$ cat src/rtl/joystick_input_if.sv
// Byte-wide CPU read port for the joystick block: register select and strobe in,
// registered read data and the pending-press indicator out.
interface joystick_input_if;
    logic [1:0] address;
    logic       read_strobe;
    logic [7:0] data_out;
    logic       event_pending;

    modport master (output address, read_strobe, input data_out, event_pending);
    modport slave  (input address, read_strobe, output data_out, event_pending);
endinterface

$ cat src/rtl/joystick_input.sv
// Joystick/button conditioning: per-line 2-flop sync and debounce, sticky
// press/release flags with clear-on-read, presented on a small register port.
module joystick_lane #(
    parameter int DEBOUNCE_CYCLES = 54000,
    parameter int COUNT_WIDTH     = 16
) (
    input  logic clk,
    input  logic reset,
    input  logic raw_n,
    output logic stable,
    output logic rise,
    output logic fall
);
    localparam logic [COUNT_WIDTH-1:0] CNT_MAX = COUNT_WIDTH'(DEBOUNCE_CYCLES - 1);

    logic [1:0]             sync;
    logic [COUNT_WIDTH-1:0] cnt;
    logic                   accept;

    // accept fires on the edge where stable takes the new level, so the
    // flag stage sees the transition on the same edge
    assign accept = (sync[1] != stable) && (cnt == CNT_MAX);
    assign rise   = accept &  sync[1];
    assign fall   = accept & ~sync[1];

    always_ff @(posedge clk) begin
        if (reset) begin
            sync   <= '0;
            cnt    <= '0;
            stable <= 1'b0;
        end else begin
            sync <= {sync[0], ~raw_n};
            if (sync[1] == stable) begin
                cnt <= '0;
            end else if (accept) begin
                stable <= sync[1];
                cnt    <= '0;
            end else begin
                cnt <= cnt + COUNT_WIDTH'(1);
            end
        end
    end
endmodule

module joystick_input #(
    parameter int DEBOUNCE_CYCLES = 54000,
    parameter int COUNT_WIDTH     = 16
) (
    input  logic clk,
    input  logic reset,
    input  logic joystick_0,
    input  logic joystick_1,
    input  logic joystick_2,
    input  logic joystick_3,
    input  logic joystick_4,
    input  logic button_select,
    input  logic button_0,
    joystick_input_if.slave bus
);
    localparam int         NUM_LANES = 7;
    localparam logic [7:0] ID_VALUE  = 8'h4A;

    logic [NUM_LANES-1:0] raw_n;
    logic [NUM_LANES-1:0] stable;
    logic [NUM_LANES-1:0] rise;
    logic [NUM_LANES-1:0] fall;
    logic [NUM_LANES-1:0] press_flags;
    logic [NUM_LANES-1:0] release_flags;
    logic [7:0]           data_q;
    logic                 rd_press;
    logic                 rd_release;

    assign raw_n = {button_0, button_select, joystick_4, joystick_3,
                    joystick_2, joystick_1, joystick_0};

    joystick_lane #(
        .DEBOUNCE_CYCLES(DEBOUNCE_CYCLES),
        .COUNT_WIDTH    (COUNT_WIDTH)
    ) u_lane [NUM_LANES-1:0] (
        .clk   (clk),
        .reset (reset),
        .raw_n (raw_n),
        .stable(stable),
        .rise  (rise),
        .fall  (fall)
    );

    assign rd_press   = bus.read_strobe && (bus.address == 2'd1);
    assign rd_release = bus.read_strobe && (bus.address == 2'd2);

    // clear happens before OR-ing in new events, so a same-edge event survives
    // the read that misses it
    always_ff @(posedge clk) begin
        if (reset) begin
            press_flags   <= '0;
            release_flags <= '0;
            data_q        <= '0;
        end else begin
            press_flags   <= (rd_press   ? '0 : press_flags)   | rise;
            release_flags <= (rd_release ? '0 : release_flags) | fall;
            if (bus.read_strobe) begin
                case (bus.address)
                    2'd0:    data_q <= {1'b0, stable};
                    2'd1:    data_q <= {1'b0, press_flags};
                    2'd2:    data_q <= {1'b0, release_flags};
                    default: data_q <= ID_VALUE;
                endcase
            end
        end
    end

    assign bus.data_out      = data_q;
    assign bus.event_pending = |press_flags;
endmodule

$ cat src/flat_wrapper.sv
// flat-port wrapper written by rule: the top's interface ports become plain ports
module joystick_input_flat 
#(
    parameter int DEBOUNCE_CYCLES = 54000,
    parameter int COUNT_WIDTH     = 16
)
  (clk, reset, joystick_0, joystick_1, joystick_2, joystick_3, joystick_4, button_select, button_0, bus_address, bus_read_strobe, bus_data_out, bus_event_pending);
  joystick_input_if bus_i ();
  input  logic clk;
  input  logic reset;
  input  logic joystick_0;
  input  logic joystick_1;
  input  logic joystick_2;
  input  logic joystick_3;
  input  logic joystick_4;
  input  logic button_select;
  input  logic button_0;
  input wire logic [$bits(bus_i.address)-1:0] bus_address;
  input wire logic [$bits(bus_i.read_strobe)-1:0] bus_read_strobe;
  output wire logic [$bits(bus_i.data_out)-1:0] bus_data_out;
  output wire logic [$bits(bus_i.event_pending)-1:0] bus_event_pending;
  assign bus_i.address = bus_address;
  assign bus_i.read_strobe = bus_read_strobe;
  assign bus_data_out = bus_i.data_out;
  assign bus_event_pending = bus_i.event_pending;
  joystick_input #(.DEBOUNCE_CYCLES(DEBOUNCE_CYCLES), .COUNT_WIDTH(COUNT_WIDTH)) u_core (.clk(clk), .reset(reset), .joystick_0(joystick_0), .joystick_1(joystick_1), .joystick_2(joystick_2), .joystick_3(joystick_3), .joystick_4(joystick_4), .button_select(button_select), .button_0(button_0), .bus(bus_i));
endmodule
$ cat config.mk
export PLATFORM = sky130hd
export DESIGN_NAME = joystick_input_flat
export DESIGN_NICKNAME = d
export VERILOG_FILES = /design/src/rtl/joystick_input_if.sv /design/src/rtl/joystick_input.sv /design/src/flat_wrapper.sv
export SDC_FILE = /design/constraint.sdc
export NUM_CORES = 1
export LEC_CHECK = 0
export ABC_AREA = 1
export CAP_MARGIN = 10
export CORE_MARGIN = 10
export CORE_UTILIZATION = 66
export DETAILED_ROUTE_END_ITERATION = 10
export GPL_TIMING_DRIVEN = 0
export PLACE_DENSITY = 0.95
export SLEW_MARGIN = 10
export SYNTH_ARGS = -nofsm -noshare
export SYNTH_HDL_FRONTEND = slang
export SYNTH_SLANG_ARGS = --single-unit
$ cat constraint.sdc
create_clock -name clk -period 4.15 [get_ports clk]
set_clock_uncertainty 0.05 [all_clocks]
set_input_delay 0.83 -clock clk [delete_from_list [all_inputs] [get_ports clk]]
set_output_delay 0.83 -clock clk [all_outputs]
set_load 0.02 [all_outputs]
Yosys cells after proc, flatten, opt, wreduce, memory -nomap -nowiden
Cells that the tools add are included.

Flip-flop bits (word level): 155. Input bits: 12. Output and inout bits: 9. Logic and storage cells: 119.

Add/subtract/negate cells: 7. Equality and inequality tests: 23. Multiplexer cells: 3. Bitwise operators: 37. Reduce and logical (&&, ||, !) cells: 25.

Operators with widths (count): 16-bit by 1-bit adder with 16-bit output, second input constant (7); 16-bit equality test, second input constant (7); 1-bit inverter (21); 7-bit one-hot mux with 3 select lines (1); 3-bit OR reduction (7); 1-bit AND (14); 7-bit two-way mux (2); 7-bit bitwise OR (2); 2-bit AND reduction (7); 1-bit logical AND (9); 1-bit equality test (7); 1-bit != test (7); 7-bit OR reduction (1); 2-bit by 1-bit equality test with 1-bit output, second input constant (1); 2-bit equality test, second input constant (1); 2-bit logical NOT (1).

Longest topological paths before layout
Word-level depth: 4. Gate-level depth with buffers: 9. Mapped depth without buffers: 9.

Cells and area by module
Synthesis repeated with hierarchy kept, for this count alone.

Cells, all modules: 1029. Area total of the unflattened synthesis: 7682.4 um^2.

By module, submodules not included: joystick_lane (times used 7, cells each 130, area each 963.4 um^2, sequential area each 380.4 um^2); joystick_input (times used 1, cells each 119, area each 938.4 um^2, sequential area each 420.4 um^2).

Least setup slack after synthesis
No wires, ideal clock.

Kind: input to register. From: in reset. To: reg u_core.u_lane[6].cnt[12]. Library setup time: 70 ps. Arrival time: 1573 ps. Required time: 4030 ps. Slack: 2458 ps. Stages: 6. Path buffers: 2. Cell sequence: buf_2 inv_1 nand2_1 o21bai_4 buf_6 a21oi_1.

Longest elaborated chain between the ends: 1.

RTL lines: start, declared (line flat_wrapper.sv:10) `input logic reset;`; 3-bit OR reduction (no line); end signal, assigned (line joystick_input.sv:39) `cnt <= cnt + COUNT_WIDTH'(1);`; end, declared (line joystick_input.sv:17) `logic [COUNT_WIDTH-1:0] cnt;`.

Every way passes these cells. A chain may end at the register's enable or synchronous reset.

Final worst setup path
From: reg u_core.press_flags[5]. To: out bus_event_pending.

Longest elaborated chain between the ends: 1.

RTL lines: start, declared (line joystick_input.sv:67) `logic [NUM_LANES-1:0] press_flags;`; start signal, assigned (line joystick_input.sv:99) `press_flags <= (rd_press ? '0 : press_flags) | rise;`; 7-bit OR reduction (line joystick_input.sv:113) `assign bus.event_pending = |press_flags;`; end, declared (line flat_wrapper.sv:21) `output wire logic [$bits(bus_i.event_pending)-1:0] bus_event_pending;`.

Every way passes these cells.

==> results.tsv <==
stage	metric	value	unit
clock_tree	post-cts resize count	0	
synth	Seq/Total Area, Yosys	43.4	%
final_layout	layout cells sized above 1	8.44	%
flow_run	Max-cap violations	0	
power	Peak VDD IR	350	uV
sta	Hold Violations, Final	0	
critical_path	WP depth	3	
synth	Yosys cell types	35	
global_route	first-pass GRT wire length	25.3	mm
clock_tree	post-CTS setup buffers	0	
clock_tree	clock sink count	154	
power	pwr/cell area	385	nW/um^2
sta	Slew Viols, Final	0	
critical_path	internal reg-to-reg setup slack	2.49	ns
routing	DRC	0	
critical_path	worst r2r src	u_core.u_lane[5].cnt[0]	
run_status	status	completed	
sta	Setup TNS	0	ns
final_layout	final core utilization	77.2	%
die	die area	15300	um^2
critical_path	Critical R2R Capture	u_core.u_lane[5].cnt[9]	
global_route	vias in the first global route	5974	
synth	syn_area_per_cell	7.07	um^2
sta	Final setup violation count	0	
clock_tree	CTS tree	done	
routing	drt first pass iters	5	
sta	worst slew pin tran	0.687	ns
synth	Seq cells post-synth	154	
critical_path	Worst R2R Path Depth	7	
critical_path	CP cell instances	nor4_1 -> nand2_1 -> clkdlybuf4s50_1	
synth	post-synth top area share	43.4	%
critical_path	crit path DAT	1.91	ns
global_route	grt ovf	0	
die	Die Wd	124	um
hold_path	Worst Hold Class	reg -> reg	
critical_path	CP max stage cell	clkdlybuf4s50_1	
synth	Cell Area, Synth	7110	um^2
synth	Mapped Nets	1025	
synth	top-count cell post-synth	nand2_1	
critical_path	critical path's largest stage delay	0.57	ns
die	num rows	37	
final_layout	nets	1061	
synth	Synth area leaders	dfxtp_1 (43%), nand2_1 (13%), nor2_1 (11%)	
die	initial core utilization	68.2	%
hold_path	Worst Hold Launch	u_core.u_lane[1].sync[0]	
clock_tree	clock buffer depth	2	
synth	leading area contributor after synthesis	dfxtp_1	
global_route	largest net degree at the start of global routing	17	
critical_path	CP Capture Type	output port	
die	Core Area	10400	um^2
synth	Async SR Flop Fraction	0	%
hold_path	Hold Crit Endpoint	u_core.u_lane[1].sync[1]	
sta	Final Cycle Share	67.3	%
global_route	initial antenna violation count	1	
clock_tree	Hold Buf Count CTS	0	
critical_path	Req. time, crit path	3.27	ns
synth	top post-synthesis cells by count	nand2_1 (253), nor2_1 (205), dfxtp_1 (154), inv_1 (109), nand3_1 (54)	
placement	GP Congestion	0.885	
clock_tree	H-tree depth	4	
placement	input/output buffers	17	
routing	routed len/inst	12.6	um
hold_path	Hold Path Depth	2	
routing	Routed Antenna Nets	0	
sta	RSZ-0062 raised after global routing	false	
power	Leak	2.74	nW
placement	worst slack, placed	1.55	ns
global_route	GRT Util Overall	20.2	%
routing	DRT Wirelength	15.1	mm
sta	min Tclk post-route	2.79	ns
synth	ys flop type	dfxtp_1	
placement	hpwl dp	10.3	mm
critical_path	Setup CP Type	reg -> out	
critical_path	Worst Path Buf+Inv	1	
synth	Post-Syn Instances	1006	
die	die height	124	um
final_layout	number of fill cells	728	
die	IO Pins	21	
sta	Max Clk Rate	358	MHz
clock_tree	Worst-path clk slew	0.06	ns
routing	routed vias	6261	
critical_path	Worst Setup SP	u_core.press_flags[5]	
clock_tree	clk_lat worst skew	0.54	ns
routing	Iter 0 DRT Violations	480	
sta	Final WS setup	1.36	ns
critical_path	Worst Path Max Fanout	3	
synth	Post-synth EDFFs	0	
clock_tree	total CTS buffers	17	
routing	vias per inst	5.25	
sta	Slew headroom	54.0	%
final_layout	synthesis-to-layout area growth	13.2	%
critical_path	startpoint types	register	
synth	warning count from the yosys run	0	
critical_path	family with the most delay on the worst path	buffers and inverters	
clock_tree	Root Driver	clkbuf_8	
## flip-flops by register name, summed over array words and instances, names as in the netlist
| register | count |
|---|---|
| u_core.release_flags | 7 |
| u_core.u_lane.sync | 14 |
| u_core.press_flags | 7 |
| u_core.u_lane.stable | 7 |
| u_core.bus.data_out | 7 |
| u_core.u_lane.cnt | 112 |
## worst max-delay path by stage
stage	end	slack, ns
final	bus_event_pending	1.36
after global routing	bus_event_pending	1.34
after CTS	bus_event_pending	1.34
after detailed placement	u_core.release_flags[6]	1.55
after global placement	u_core.release_flags[6]	1.61
after floorplan	u_core.u_lane[6].cnt[12]	2.46
## report_power, final
group	switching (W)	total (W)	leakage (nW)	internal, W
combinational	0.0000457	0.0000715	1.20	0.0000258
clock	0.000617	0.00153	0.288	0.000910
sequential	0.00000677	0.00150	1.24	0.00149
## cells in the final DEF, fill, tap and decap left out, types with 17 or more instances in the layout
master	Yosys	layout
clkdlybuf4s50_1	0	17
xor2_1	32	32
inv_1	109	109
a21oi_1	51	51
nor2_2	20	20
nor2_1	205	205
nand3_1	54	54
dfxtp_1	154	154
xnor2_1	22	22
nand2_1	253	253
## cells by family after synthesis
group / Yosys count / synth area share (%)
AND/OR/NAND/NOR: 587 / 34.9
flip-flops: 154 / 43.4
adder cells (fa/ha/maj): 7 / 1.23
AO/OA/AOI/OAI: 77 / 6.30
buffers and inverters: 126 / 7.45
other: 1 / 0.0528
XOR/XNOR: 54 / 6.65
## final cells by class
class	instances	area [um^2]	area share, %
flip-flops and latches	154	3080	38.3
clock inverters	12	138	1.71
diodes	1	2.50	0.0311
clock buffers	20	455	5.66
multi-input cells	726	3500	43.5
repair buffers	17	170	2.12
well taps	136	170	2.12
inverters	112	420	5.23
plain buffers	14	109	1.35
## worst reg2reg max path, delay by kind of cell, from the launching register on
kind,cells,cell delay (ns)
and+or+nand+nor,5,0.66
DFF,1,0.40
adders and majority gates,1,0.23
buffers and inverters,1,0.21
## per-stage QoR
| stage | instances | power (W) | instance area [um^2] | hold WS (ns) |
|---|---|---|---|---|
| after floorplan | 1006 | 0.00157 | 7110 | 0.338 |
| after global placement | 1159 | 0.00159 | 7450 | 0.339 |
| after detailed placement | 1159 | 0.00160 | 7450 | 0.346 |
| after CTS | 1191 | 0.00311 | 8040 | 0.356 |
| after global routing | 1192 | 0.00317 | 8040 | 0.374 |
| final | 1192 | 0.00309 | 8040 | 0.365 |
## layer usage
layer / part of all wire, % / up-vias / GRT usage, % / wire, um
met2: 51 / 147 / 35.5 / 7640
li1: - / 3219 / - / -
met5: 0 / - / 0 / 0
met4: 1.5 / 0 / 8.37 / 231
met3: 4.7 / 23 / 5.11 / 706
met1: 43 / 2872 / 22.8 / 6470
(Power assumes the default switching activity.)
